File: src/rtl/inst_fetch_pkg.sv
// Shared widths, enable constants and buffer state encoding for the instruction fetch front end.
// The optional redirect alignment check is enabled with INST_FETCH_MISALIGN_CHECK_EN.
package inst_fetch_pkg;

    localparam int InstAddrBus = 32;
    localparam int InstBus     = 64;

    localparam logic ChipEnable  = 1'b1;
    localparam logic ChipDisable = 1'b0;
    localparam logic RstEnable   = 1'b1;

    localparam logic [InstAddrBus-1:0] ZeroWord       = '0;
    localparam logic [InstBus-1:0]     ZeroDoubleWord = '0;

    // One instruction occupies 8 bytes of ROM.
    localparam int InstStride = 8;

    typedef enum logic [1:0] {
        BUF_EMPTY = 2'd0,
        BUF_FILL  = 2'd1,
        BUF_FULL  = 2'd2
    } buf_state_e;

endpackage

File: src/rtl/fetch_buf.sv
// Synchronous FIFO between ROM capture and decode; the head is registered so decode
// never sees a combinational path from the ROM.
module fetch_buf
    import inst_fetch_pkg::*;
#(
    parameter int W     = 96,
    parameter int DEPTH = 2,
    parameter int CNT_W = $clog2(DEPTH) + 1
) (
    input  logic             clk,
    input  logic             rst,
    input  logic             clear,
    input  logic             push,
    input  logic             pop,
    input  logic [W-1:0]     wdata,
    output logic [CNT_W-1:0] count,
    output logic [W-1:0]     head,
    output logic             full
);

    localparam int PTR_W = $clog2(DEPTH);

    logic [W-1:0]     mem [DEPTH];
    logic [PTR_W-1:0] rd_ptr;
    logic [PTR_W-1:0] wr_ptr;
    buf_state_e       state;

    assign full = (state == BUF_FULL);

    always_ff @(posedge clk) begin
        if (push && !clear && rst != RstEnable)
            mem[wr_ptr] <= wdata;
    end

    always_ff @(posedge clk) begin
        if (rst == RstEnable) begin
            rd_ptr <= '0;
            wr_ptr <= '0;
            count  <= '0;
            head   <= '0;
            state  <= BUF_EMPTY;
        end else if (clear) begin
            // Head keeps its last value; decode ignores it while empty.
            rd_ptr <= '0;
            wr_ptr <= '0;
            count  <= '0;
            state  <= BUF_EMPTY;
        end else begin
            if (push)
                wr_ptr <= wr_ptr + PTR_W'(1);
            if (pop)
                rd_ptr <= rd_ptr + PTR_W'(1);
            count <= count + CNT_W'(push) - CNT_W'(pop);

            if (pop && count > CNT_W'(1))
                head <= mem[rd_ptr + PTR_W'(1)];
            else if (push && (count == '0 || pop))
                head <= wdata;

            case (state)
                BUF_EMPTY: if (push) state <= BUF_FILL;
                BUF_FILL: begin
                    if (push && !pop && count == CNT_W'(DEPTH - 1))
                        state <= BUF_FULL;
                    else if (pop && !push && count == CNT_W'(1))
                        state <= BUF_EMPTY;
                end
                BUF_FULL: if (pop && !push) state <= BUF_FILL;
                default: state <= BUF_EMPTY;
            endcase
        end
    end

endmodule

File: src/rtl/inst_fetch.sv
// Instruction fetch: owns the PC and ROM enable, buffers {pc, inst} for decode.
// Define INST_FETCH_MISALIGN_CHECK_EN to flag and align unaligned redirect targets.
module inst_fetch
    import inst_fetch_pkg::*;
#(
    parameter int                ADDR_W   = InstAddrBus,
    parameter int                INST_W   = InstBus,
    parameter logic [ADDR_W-1:0] RESET_PC = '0,
    parameter int                DEPTH    = 2
) (
    input  logic              clk,
    input  logic              rst,
    output logic              rom_ce_o,
    output logic [ADDR_W-1:0] rom_addr_o,
    input  logic [INST_W-1:0] rom_inst_i,
    input  logic              flush_i,
    input  logic [ADDR_W-1:0] redirect_pc_i,
    output logic              id_valid_o,
    input  logic              id_ready_i,
    output logic [ADDR_W-1:0] id_pc_o,
    output logic [INST_W-1:0] id_inst_o,
    output logic              misalign_o
);

    localparam int CNT_W = $clog2(DEPTH) + 1;

    logic [ADDR_W-1:0]        pc;
    logic [ADDR_W-1:0]        target;
    logic [CNT_W-1:0]         count;
    logic                     full;
    logic                     pop;
    logic                     fetch;
    logic [ADDR_W+INST_W-1:0] head;

    assign rom_addr_o = pc;
    assign id_valid_o = (count != '0);
    assign pop        = id_valid_o & id_ready_i;
    assign fetch      = rom_ce_o & (~full | pop) & ~flush_i;
    assign id_pc_o    = head[ADDR_W+INST_W-1:INST_W];
    assign id_inst_o  = head[INST_W-1:0];

`ifdef INST_FETCH_MISALIGN_CHECK_EN
    assign target = {redirect_pc_i[ADDR_W-1:3], 3'b000};

    always_ff @(posedge clk) begin
        if (rst == RstEnable)
            misalign_o <= 1'b0;
        else if (flush_i)
            misalign_o <= (redirect_pc_i[2:0] != 3'b000);
    end
`else
    assign target     = redirect_pc_i;
    assign misalign_o = 1'b0;
`endif

    always_ff @(posedge clk) begin
        if (rst == RstEnable) begin
            pc       <= RESET_PC;
            rom_ce_o <= ChipDisable;
        end else begin
            rom_ce_o <= ChipEnable;
            // Redirect wins even before the ROM is enabled.
            if (flush_i)
                pc <= target;
            else if (fetch)
                pc <= pc + ADDR_W'(InstStride);
        end
    end

    fetch_buf #(
        .W     (ADDR_W + INST_W),
        .DEPTH (DEPTH),
        .CNT_W (CNT_W)
    ) u_buf (
        .clk   (clk),
        .rst   (rst),
        .clear (flush_i),
        .push  (fetch),
        .pop   (pop & ~flush_i),
        .wdata ({pc, rom_inst_i}),
        .count (count),
        .head  (head),
        .full  (full)
    );

endmodule

File: config.mk
export PLATFORM = sky130hd
export DESIGN_NAME = inst_fetch
export DESIGN_NICKNAME = d
export VERILOG_FILES = /design/src/rtl/inst_fetch_pkg.sv /design/src/rtl/fetch_buf.sv /design/src/rtl/inst_fetch.sv
export SDC_FILE = /design/constraint.sdc
export NUM_CORES = 1
export LEC_CHECK = 0
export ABC_CLOCK_PERIOD_IN_PS = 13200
export CELL_PAD_IN_SITES_DETAIL_PLACEMENT = 0
export CELL_PAD_IN_SITES_GLOBAL_PLACEMENT = 1
export CORE_ASPECT_RATIO = 2
export CORE_MARGIN = 1
export CORE_UTILIZATION = 43
export DETAILED_ROUTE_END_ITERATION = 6
export GPL_TIMING_DRIVEN = 0
export PLACE_DENSITY = 0.85
export SYNTH_ARGS = -nofsm -noshare
export SYNTH_HDL_FRONTEND = slang
export SYNTH_HIERARCHICAL = 1
export SYNTH_SLANG_ARGS = --single-unit
File: constraint.sdc
create_clock -name clk -period 13.2 [get_ports clk]
set_input_delay 1.32 -clock clk [delete_from_list [all_inputs] [get_ports clk]]
set_output_delay 1.32 -clock clk [all_outputs]
set_load 0.1 [all_outputs]
Yosys cells after proc, flatten, opt, wreduce, memory -nomap -nowiden

Memory sizes are Yosys's and may differ from the RTL's.
Index checks and enable logic that the tools add are counted.

Div/mod/pow operators: 0
Muxes and demuxes: 12
Add/sub/neg operators: 5
Shifts and indexed selects: 0
Bitwise gates (word level): 8
Equal/unequal tests: 6
Reductions and logical operators: 20
Magnitude comparators: 1
Multiply operators: 0

Operators by type and width:

| cell                    | number |
|---|---|
| $mux W96                | 2 |
| $mux W32                | 2 |
| $add A32 B4 Y32 const B | 1 |
| $logic_and A1 B1 Y1     | 8 |
| $mux W2                 | 4 |
| $pmux W2 S3             | 1 |
| $reduce_bool A2 Y1      | 3 |
| $and A1 B1 Y1           | 4 |
| $eq A2 B1 Y1 const B    | 2 |
| $logic_not A2 Y1        | 2 |
| $ne A2 B1 Y1 const B    | 2 |
| $logic_not A1 Y1        | 3 |
| $mux W1                 | 3 |
| $ne A3 B1 Y1 const B    | 1 |
| $not A1 Y1              | 3 |
| $reduce_and A3 Y1       | 1 |
| $add A1 B1 Y1 const B   | 2 |
| $add A2 B1 Y2           | 1 |
| $eq A2 B2 Y1 const B    | 1 |
| $gt A2 B1 Y1 const B    | 1 |
| $reduce_and A2 Y1       | 1 |
| $reduce_or A2 Y1        | 1 |
| $sub A2 B1 Y2           | 1 |
| $logic_or A1 B1 Y1      | 1 |
| $or A1 B1 Y1            | 1 |

Bits in registers: 135
Output and inout port bits: 131
Input bits: 100
ROM bits: 0
Memory bits (writable): 192
Memories: 1
Word-level logic and storage cells: 60
Bits in latches: 0

Memories:

| name      | depth | width | read ports | clocked after Yosys merged registers in | wr ports | RTL line        | text |
|---|---|---|---|---|---|---|---|
| u_buf.mem | 2     | 96    | 1          | 0                                       | 1        | fetch_buf.sv:23 | `logic [W-1:0] mem [DEPTH];` |

Longest topological paths before layout

Gate-level depths: netlist (run 1).

Word-level depth: 11
Mapped depth: 13
Depth with buffers taken out: 10

Cells and area by module

The synthesis (run 1) kept the hierarchy.

By module, submodules not included:

| module     | cells each | times used | sequential area each (sq um) | area an instance (sq um) |
|---|---|---|---|---|
| fetch_buf  | 779        | 1          | 7807.5                       | 11184.5 |
| inst_fetch | 258        | 1          | 660.6                        | 2085.8 |

Worst setup path before layout (run 1)

OpenSTA, ideal clock, no wires.

Path type: input -> register
Start: in flush_i
End: mem u_buf.mem[0][0], enable pin
Path slack: 3595 ps
Data arrival time: 8937 ps
Data required time: 12532 ps
Buffers on the path: 3
Stages on the path: 6
Library setup time: 668 ps
Cells stage by stage: clkbuf_1 -> clkbuf_1 -> buf_1 -> nor2_1 -> inv_1 -> nor3_1

Word-level cells in the longest chain between the ends: 6
Elaborated cells on any way between the ends: 7
Classes of those cells: 2 x mux; 2 x bitwise; 3 x reduce/logical

Ends and longest elaborated chain:

| item                              | RTL line         | text |
|---|---|---|
| start, declared                   | inst_fetch.sv:16 | `input logic flush_i,` |
| $not A1 Y1 (no line)              | n/a              |  |
| $and A1 B1 Y1                     | inst_fetch.sv:38 | `assign fetch = rom_ce_o & (~full \| pop) & ~flush_i;` |
| via fetch                         | inst_fetch.sv:32 | `logic fetch;` |
| $logic_and A1 B1 Y1 (2 in series) | fetch_buf.sv:31  | `if (push && !clear && rst != RstEnable)` |
| $mux W1                           | fetch_buf.sv:31  |  |
| $mux W1 (not written as such)     | fetch_buf.sv:32  | `mem[wr_ptr] <= wdata;` |
| end, declared                     | fetch_buf.sv:23  |  |

The timed path passes the listed nets, and every way through them passes these cells.

Final worst setup path (run 1)

Start: in flush_i
End: reg u_buf.head[86]

Elaborated cells on any way between the ends: 9
Classes of those cells: 1 x mux; 3 x bitwise; 5 x reduce/logical

RTL lines:

| item                         | RTL line         | text |
|---|---|---|
| $not A1 Y1 (no line)         | n/a              |  |
| $and A1 B1 Y1                | inst_fetch.sv:38 |  |
| via fetch                    | inst_fetch.sv:32 |  |
| $logic_and A1 B1 Y1          | fetch_buf.sv:57  | `else if (push && (count == '0 \|\| pop))` |
| $reduce_bool A2 Y1 (no line) | n/a              |  |
| $reduce_and A2 Y1 (no line)  | n/a              |  |
| end signal, assigned         | fetch_buf.sv:56  | `head <= mem[rd_ptr + PTR_W'(1)];` |
| end signal, assigned         | fetch_buf.sv:58  | `head <= wdata;` |
| end, declared                | fetch_buf.sv:17  | `output logic [W-1:0] head,` |

The timed path passes the listed nets, and every way through them passes these cells.
A chain may end at the register's enable or synchronous reset.

==> metrics.md, run 1 <==
| Metric | Value |
|---|---|
| Status | `completed` |
| Post-CTS setup buffers | `0` |
| M1 wire length | `13300 um` |
| Leading cell types in the layout, fill and taps excluded | `clkdlybuf4s50_1, a21oi_1, edfxtp_1` |
| Dpl cells | `between 1.5k and 2k` |
| Vias | `slightly below 10k` |
| Post-Syn Instances | `between 1k and 1.5k` |
| Max cap viols | `0` |
| Mapped cell area | `around 0.013 sq mm` |
| Most used flip-flop cell after synthesis | `edfxtp_1` |
| Reg2reg path depth | `10` |
| Peak VDD IR | `a little under 0.0001 V` |
| Reg clk slew, reported paths | `70 ps` |
| Slowest CP cell | `buf_1` |
| Root Buffer | `clkbuf_16` |
| Core ar. | `0.0303 sq mm` |
| Leak | `5.77 nW` |
| Clk_lat worst skew | `around 550 ps` |
| Die Wd | `roughly 130 um` |
| Final Net Count | `1413` |
| RSZ-0062 raised after global routing | `no` |
| Ports | `231` |
| Post-synth EDFFs | `approximately 190` |
| Fmax | `214 MHz` |
| Die area | `roughly 0.032 sq mm` |
| Cell depth of the worst setup path | `10` |
| Worst hold path depth | `1` |
| Resized cells post-CTS | `0` |
| DR pass1 iterations | `5` |
| Initial Util | `43.8%` |
| Asr flop ratio synth | `0%` |
| Design area | `~0.017 sq mm` |
| CTS tree | `yes` |
| CTS Buffer Depth | `3` |
| P&R area growth vs syn | `29.3%` |
| CP max FO | `10` |
| CTS Buf Count | `29` |
| Tcrit/Tclk final | `35.5%` |
| Fin cells | `1699` |
| Share of cells above drive strength 1 | `8.57%` |
| Die Span Y | `250 um` |
| Setup violations, final | `0` |
| Place WS | `8000 ps` |
| Hold_buf cts | `0` |
| Detailed Route Iter0 Violations | `490` |
| # H-tree levels | `1` |
| Total gr overflow | `0` |
| Final min period | `4680 ps` |
| Met2 wire length | `~20000 um` |
| Hold WC Path Type | `flip-flop to flip-flop` |
| Wirelength per Cell | `about 21 um` |
| Vias in the first global route | `~10k` |
| Largest net degree at the start of global routing | `37` |
| Crit end category | `flip-flop` |
| Synth Warn # | `6` |
| Via density | `about 5.7` |
| Flops & latches, synth | `roughly 330` |
| Crit Path Class | `primary input to flip-flop` |
| Largest stage delay, worst path | `660 ps` |
| Total Power | `2.26 mW` |
| Final Hold Viols | `0` |
| First-pass GRT wire length | `approximately 56000 um` |
| Syn Area/Cell | `~13 sq um` |
| GP Congestion | `roughly 0.91` |
| Filler cells | `between 2k and 3k` |
| IO Port Bufs | `229` |
| # rows | `90` |
| Syn nets | `approximately 1.1k` |
| Initial antenna violation count | `1` |
| Most common cell after layout, fill and taps aside | `clkdlybuf4s50_1` |
| Area after DPL | `0.0162 sq mm` |
| Power per cell area | `around 130 mW/mm^2` |
| Metal3 WL | `approximately 1500 um` |
| Slew at the pin with the worst max-slew slack | `around 1100 ps` |
| Setup Skew | `around 15 ps` |
| CP Buf/Inv Count | `6` |
| Sequential area share after synthesis | `a little under two thirds` |
| WP data required | `between 10000 and 15000 ps` |
| Final WL | `between 30000 and 40000 um` |
| CP Cell Sequence | `clkdlybuf4s50_1 > clkbuf_1 > clkbuf_1 > buf_1 > nor2_1 > o21ba_2 > a21oi_4 > buf_4 > buf_2 > a22o_1` |
| Slack of the critical path | `around 8500 ps` |
| Worst EP arrival | `5170 ps` |
| Dpl hpwl | `26100 um` |
| Crit-path most repeated cell | `clkbuf_1` |
| Cell family with the largest share of critical-path delay | `buffers and inverters` |
| Tot GR Track Use | `a little under a quarter` |
| Critical path startpoint category | `primary input` |
| Slew HR | `a little over a quarter` |
| DRC viols | `0` |
| Top Metal Used | `met4` |
| Antenna-violating nets left | `0` |
| Clk sinks | `about 330` |
| Max-slew violation count | `0` |
| Yosys cell types | `63` |
| Final Core Density | `between 50% and 60%` |
-- logic make-up after synthesis --
family	synth area share, %
AOI/OAI and AO/OA	17.9
DFF	63.8
and+or+nand+nor	5.89
muxes	7.63
buffers and inverters	3.63
xor gates and xnor gates	0.726
adders and majority gates	0.377
other	0.0283
-- registers in the layout (all words and copies together) (netlist names) --
name,count
u_buf/count,2
rom_ce_o,1
u_buf/mem,192
u_buf/rd_ptr,1
u_buf/state,2
rom_addr_o,32
u_buf/head,96
u_buf/wr_ptr,1
-- per-layer routing --
metal  GRT usage, %  vias to the layer above
li1               -                     4577
met5              0                        -
met4           11.0                        0
met1           25.2                     4729
met3           1.90                       72
met2           43.6                      322
-- stage by stage --
step | hold slack, ps | setup TNS [ps]
2_1_floorplan | 480 | 0
5_1_grt | 498 | 0
4_1_cts | 483 | 0
3_5_place_dp | 463 | 0
3_3_place_gp | 460 | -162890
6_report | 478 | 0
-- report_power, final --
part           internal [mW]  switching, mW  leakage (nW)  total, mW
logic                 0.0875          0.196          2.46      0.284
registers               1.10         0.0275          2.85       1.13
clock network          0.480          0.368         0.470      0.847
total                   1.67          0.592          5.77       2.26
-- synth_stat cells (all sizes together) (2+ instances only) --
library cell  count  area [sq um]
a21oi           196           992
and3              8          50.1
o31ai             2          15.0
inv              10          37.5
nand2             8          30.0
o211ai            4          30.0
or2               4          25.0
and2              4          25.0
nor3             18          90.1
or4               3          26.3
o21ai             7          35.0
nand4            19           134
xor2              3          26.3
and4              6          53.8
a32oi             4          35.0
a211oi           15           113
nor4b             2          17.5
buf              46           283
o221ai            2          17.5
a311o             4          40.0
o2111a            4          45.0
nor2             31           116
nor4              4          25.0
nor2b            10          62.6
clkinv            2          7.51
clkbuf           39           154
a2111oi           3          26.3
ha                4          50.1
or3               2          13.8
mux2i           100          1000
xnor2             8          70.1
nand3            17          85.1
a22o             96           841
dfxtp           135          2700
a311oi            8          70.1
edfxtp          192          5770
-- worst paths after layout --
path                  startpoint             end  slack [ps]
setup / recovery         flush_i  u_buf/head[86]        8520
hold / removal    u_buf/head[87]  u_buf/head[87]         480
setup reg to reg  u_buf/state[1]  u_buf/head[86]        9800
hold reg to reg   u_buf/head[87]  u_buf/head[87]         480
-- final cells by class --
class	instances	area, sq um	share of cell area (%)
Multi-Input combinational cell	613	4330	25.2
Tap cell	368	460	2.68
Inverter	12	45.0	0.263
Sequential cell	327	8470	49.4
Clock inverter	12	134	0.780
Clock buffer	40	827	4.82
Timing Repair Buffer	241	2450	14.3
Buffer	85	437	2.55
Antenna cell	1	2.50	0.0146
-- worst register-to-register path, delay by kind of cell (launching register included) --
| kind | cells | cell delay [ps] |
|---|---|---|
| AO/OA/AOI/OAI | 4 | 1340 |
| buffers and inverters | 4 | 1110 |
| AND/OR/NAND/NOR | 2 | 530 |
| flip-flops | 1 | 370 |
No activity file was read; power rests on OpenSTA's default activity.
==> inputs of run 2 (changes only) <==
- ABC_CLOCK_PERIOD_IN_PS: 13200 -> 4800
- clock period: 13.2 -> 4.8 ns (I/O delays scaled with it)
==> metrics.md, run 2 (synthesis results as in run 1) <==
| Metric | Value |
|---|---|
| Vias | `9752 (+0.54%)` |
| Final Net Count | `1410 (-0.21%)` |
| Ports | `231 (unchanged)` |
| Leak | `5.79 nW (+0.19%)` |
| Setup violations, final | `0 (unchanged)` |
| Worst EP arrival | `4320 ps (-850 ps)` |
| Tot GR Track Use | `23.4% (+0.51 points)` |
| Clk_lat worst skew | `560 ps (about the same)` |
| Antenna-violating nets left | `0 (unchanged)` |
| Die area | `0.0316 sq mm (unchanged)` |
| Total Power | `6.28 mW (+180%)` |
| CTS Buffer Depth | `3 (unchanged)` |
| Multi-input gate area | `0.00434 sq mm (+0.14%)` |
| Reg clk slew, reported paths | `70 ps (about the same)` |
| Dpl hpwl | `26200 um (+0.56%)` |
| Dpl cells | `1642 (-0.24%)` |
| CP max FO | `10 (unchanged)` |
| CTS Buf Count | `30 (+3.4%)` |
| IO Port Bufs | `229 (unchanged)` |
| Core ar. | `0.0303 sq mm (unchanged)` |
| DRC viols | `0 (unchanged)` |
| Total gr overflow | `0 (unchanged)` |
| # H-tree levels | `1 (unchanged)` |
| Wirelength per Cell | `21.8 um (+1.7%)` |
| Resized cells post-CTS | `0 (unchanged)` |
| Die Wd | `126 um (unchanged)` |
| Max FFs per register | `192 (unchanged)` |
| Detailed Route Iter0 Violations | `608 (+24%)` |
| Fin cells | `1699 (unchanged)` |
| Clk sinks | `327 (unchanged)` |
| Hold_buf cts | `0 (unchanged)` |
| Tcrit/Tclk final | `between 80% and 90%` |
| Register Area | `0.00847 sq mm (unchanged)` |
| Fmax | `approximately 260 MHz` |
| Slew at the pin with the worst max-slew slack | `1100 ps (-2.37 ps)` |
| CTS tree | `yes` |
| Final min period | `3880 ps` |
| Share of cells above drive strength 1 | `8.50% (-0.075 points)` |
| DR pass1 iterations | `5 (unchanged)` |
| Final Core Density | `56.8% (+0.19 points)` |
| Status | `completed` |
| WP data required | `5240 ps (-8450 ps)` |
| Via density | `5.74 (+0.54%)` |
| Critical path startpoint category | `primary input` |
| Slew HR | `26.7% (+0.16 points)` |
| Most flops, register | `u_buf/mem` |
| Initial antenna violation count | `1 (unchanged)` |
| GP Congestion | `0.920 (+0.73%)` |
| # rows | `90 (unchanged)` |
| Setup Skew | `14.6 ps (-0.394 ps)` |
| Crit end category | `flip-flop` |
| Max cap viols | `0 (unchanged)` |
| Leading cell types in the layout, fill and taps excluded | `clkdlybuf4s50_1, a21oi_1, edfxtp_1` |
| Filler cells | `2482 (-3.8%)` |
| Max-slew violation count | `0 (unchanged)` |
| Crit Path Class | `primary input to flip-flop` |
| P&R area growth vs syn | `29.7%` |
| Final Hold Viols | `0 (unchanged)` |
| Hold WC Path Type | `flip-flop to flip-flop` |
| Die Span Y | `250 um (unchanged)` |
| Post-CTS setup buffers | `0 (unchanged)` |
| RSZ-0062 raised after global routing | `no` |
| Peak VDD IR | `0.000319 V (+230%)` |
| First-pass GRT wire length | `57100 um (+2.3%)` |
| Root Buffer | `clkbuf_16` |
| Initial Util | `43.8% (unchanged)` |
| Final WL | `37000 um (+1.7%)` |
| Vias in the first global route | `10.1k (+2.9%)` |
| Largest net degree at the start of global routing | `61 (+65%)` |
| Power per cell area | `365 mW/mm^2 (+180%)` |
| Most common cell after layout, fill and taps aside | `clkdlybuf4s50_1` |
run 2: critical path: stages:
cell and delay (ps):
clkdlybuf4s50_1 540, clkbuf_1 480, clkbuf_1 490, buf_1 650, nor2_1 170, buf_4 240, clkbuf_1 310, inv_1 140
ha_1 230, inv_1 60, ha_1 160, xor2_1 170, and2_1 140, nor3_1 40
run 2: cell type report:
cell class | count | share of cell area [%]
antenna | 1 | 0.0145
buffer | 85 | 2.54
clock buffer | 38 | 4.83
clock inverter | 18 | 0.916
inverter | 12 | 0.262
multi-input combinational | 613 | 25.2
sequential | 327 | 49.2
tap | 368 | 2.67
timing repair buffer | 237 | 14.4
run 2: per-layer routing:
| metal | routed length [um] | up-vias | share of wire (%) | track usage (%) |
|---|---|---|---|---|
| met3 | 1480 | 92 | 4.0 | 2.18 |
| met5 | 0 | - | 0 | 0 |
| li1 | - | 4585 | - | - |
| met4 | 1840 | 0 | 5.0 | 13.3 |
| met2 | 20300 | 364 | 55 | 44.3 |
| met1 | 13400 | 4711 | 36 | 25.1 |
run 2: path summary, 6_finish.rpt:
kind                  startpoint              to  slack [ps]  cells past startpoint
setup / recovery         flush_i  u_buf/count[1]         920                     14
hold / removal    u_buf/head[46]  u_buf/head[46]         480                      1
setup reg to reg  u_buf/state[1]   u_buf/head[8]        1330                     10
hold reg to reg   u_buf/head[46]  u_buf/head[46]         480                      1
run 2: report_power, final:
| part | leakage [nW] | switching (mW) | total (mW) | internal (mW) |
|---|---|---|---|---|
| clock | 0.482 | 1.04 | 2.38 | 1.34 |
| combinational | 2.46 | 0.541 | 0.783 | 0.242 |
| sequential | 2.85 | 0.0777 | 3.11 | 3.04 |
run 2: through the flow:
stage          hold WS (ps)  instance area [sq um]  setup slack [ps]  TNS [ps]
2_1_floorplan           480                  13300               163         0
3_3_place_gp            461                  16000             -2160   -400580
3_5_place_dp            463                  16200               345         0
4_1_cts                 478                  17200               938         0
5_1_grt                 491                  17200               719         0
6_report                476                  17200               920         0
==> inputs of run 3 (changes only) <==
- ABC_CLOCK_PERIOD_IN_PS: 4800 -> 3200
- CORE_UTILIZATION: 43 -> 38
- PLACE_DENSITY: 0.85 -> 0.8
- clock period: 4.8 -> 3.2 ns (I/O delays scaled with it)
==> metrics.md, run 3 (synthesis results as in run 1) <==
| Metric | Value |
|---|---|
| Crit end category | `flip-flop` |
| Final Core Density | `51.0% (-5.9 points)` |
| Fmax | `329 MHz` |
| P&R area growth vs syn | `31.9%` |
| Hold_buf cts | `0 (unchanged)` |
| Cell family with the largest share of critical-path delay | `buffers and inverters` |
| Dpl cells | `1715 (+4.4%)` |
| Detailed Route Iter0 Violations | `568 (-6.6%)` |
| RSZ-0062 raised after global routing | `no` |
| Root Buffer | `clkbuf_16` |
| Reg clk slew, reported paths | `70 ps (about the same)` |
| Largest net degree at the start of global routing | `36 (-41%)` |
| Slowest CP cell | `clkbuf_1` |
| Setup violations, final | `0 (unchanged)` |
| Total gr overflow | `0 (unchanged)` |
| Setup_tns | `0 ps (unchanged)` |
| Critical path startpoint category | `flip-flop` |
| Leak | `5.86 nW (+1.3%)` |
| Die Wd | `134 um (+6.3%)` |
| Leading cell types in the layout, fill and taps excluded | `clkdlybuf4s50_1, a21oi_1, edfxtp_1` |
| Max-slew violation count | `0 (unchanged)` |
| Core ar. | `0.0344 sq mm (+13%)` |
| Ports | `231 (unchanged)` |
| Worst EP arrival | `3510 ps (-810 ps)` |
| Initial Util | `38.6% (-5.2 points)` |
| Setup Skew | `20.6 ps (+6.03 ps)` |
| Final Hold Viols | `0 (unchanged)` |
| # rows | `96 (+6.7%)` |
| Post-CTS setup buffers | `0 (unchanged)` |
| Vias in the first global route | `9866 (-2.5%)` |
| Peak VDD IR | `0.000379 V (+19%)` |
| Final Net Count | `1410 (unchanged)` |
| GP Congestion | `0.887 (-3.6%)` |
| Final WL | `37700 um (+1.9%)` |
| Crit Path Class | `flip-flop to flip-flop` |
| Most flops, register | `u_buf/mem` |
| Wirelength per Cell | `21.3 um (-2.4%)` |
| Slew HR | `25.1% (-1.6 points)` |
| Die Span Y | `266 um (+6.3%)` |
| Initial antenna violation count | `2 (+1)` |
| # H-tree levels | `1 (unchanged)` |
| Via density | `5.52 (-3.8%)` |
| First-pass GRT wire length | `56600 um (-0.86%)` |
| WP data required | `3670 ps (-1570 ps)` |
| Vias | `9788 (+0.37%)` |
| Antenna-violating nets left | `0 (unchanged)` |
| Clk_lat worst skew | `560 ps (about the same)` |
| CP max FO | `10 (unchanged)` |
| Max cap viols | `0 (unchanged)` |
| Max FFs per register | `192 (unchanged)` |
| Resized cells post-CTS | `0 (unchanged)` |
| Clk sinks | `327 (unchanged)` |
| Slew at the pin with the worst max-slew slack | `1120 ps (+24.3 ps)` |
| Share of cells above drive strength 1 | `9.55% (+1.1 points)` |
| Most common cell after layout, fill and taps aside | `clkdlybuf4s50_1` |
| DR pass1 iterations | `5 (unchanged)` |
| CTS Buf Count | `30 (unchanged)` |
| CTS tree | `yes` |
| Final min period | `between 3000 and 4000 ps` |
| Die area | `0.0357 sq mm (+13%)` |
| IO Port Bufs | `229 (unchanged)` |
| CP Cell Sequence | `o21ai_1 > nor2_1 > buf_4 > clkbuf_1 > inv_1 > ha_1 > or2_2 > a311o_1 > a21oi_1` |
| CTS Buffer Depth | `3 (unchanged)` |
| Fin cells | `1773 (+4.4%)` |
| Tcrit/Tclk final | `around 95%` |
| Largest stage delay, worst path | `520 ps (-130 ps)` |
| Hold WC Path Type | `primary input to flip-flop` |
| Status | `completed` |
| Power per cell area | `560 mW/mm^2 (+54%)` |
| Dpl hpwl | `27000 um (+2.8%)` |
| CP Buf/Inv Count | `3 (-5)` |
| Tot GR Track Use | `20.7% (-2.7 points)` |
| DRC viols | `0 (unchanged)` |
## run 3: cell count changes in the layout (fill, tap and decap cells not counted), moves of 2 or more
cell,change
clkbuf_1,-3
clkinv_2,-4
inv_1,-2
dfxtp_1,-5
dfxtp_2,+4
clkbuf_8,+2
bufinv_16,+5
buf_12,+2
## run 3: final timing paths
path | to | cells past startpoint | start | slack (ps)
setup / recovery | u_buf/state[0] | 9 | u_buf/count[1] | 160
hold / removal | rom_addr_o[3] | 3 | redirect_pc_i[3] | 340
setup reg to reg | u_buf/state[0] | 9 | u_buf/count[1] | 160
hold reg to reg | u_buf/head[39] | 1 | u_buf/head[39] | 480
## run 3: area by class of cell
class	count	area (sq um)
clock buffers	37	818
well taps	441	552
inverters	12	50.0
repair buffers	237	2480
plain buffers	85	478
diodes	2	5.00
clock inverters	19	279
multi-input cells	613	4360
fillers	3050	16800
flip-flops and latches	327	8480
## run 3: where the power goes
part	switching, mW	internal (mW)
Combinational	0.814	0.369
Clock	1.57	2.38
Sequential	0.116	4.55
Total	2.50	7.30
## run 3: per-layer routing
metal	track usage [%]	share of wire (%)	vias up
li1	-	-	4571
met3	1.98	4.2	72
met1	22.3	37	4802
met5	0	0	-
met2	39.6	55	343
met4	10.3	4.1	0
## run 3: tightest hold or removal path, stage by stage
cell             delay [ps]
clkdlybuf4s50_1         390
nor2_1                   80
a211oi_1                 50
## run 3: metrics by stage
step                power, mW  worst slack [ps]  hold WS [ps]  area, sq um
floorplan                5.51              -532           419        13400
global placement         5.92             -2720           462        16200
detailed placement       5.94              -366           464        16400
CTS                      9.90               152           315        17500
global route             10.1              64.5           347        17500
finish                   9.80               161           337        17500
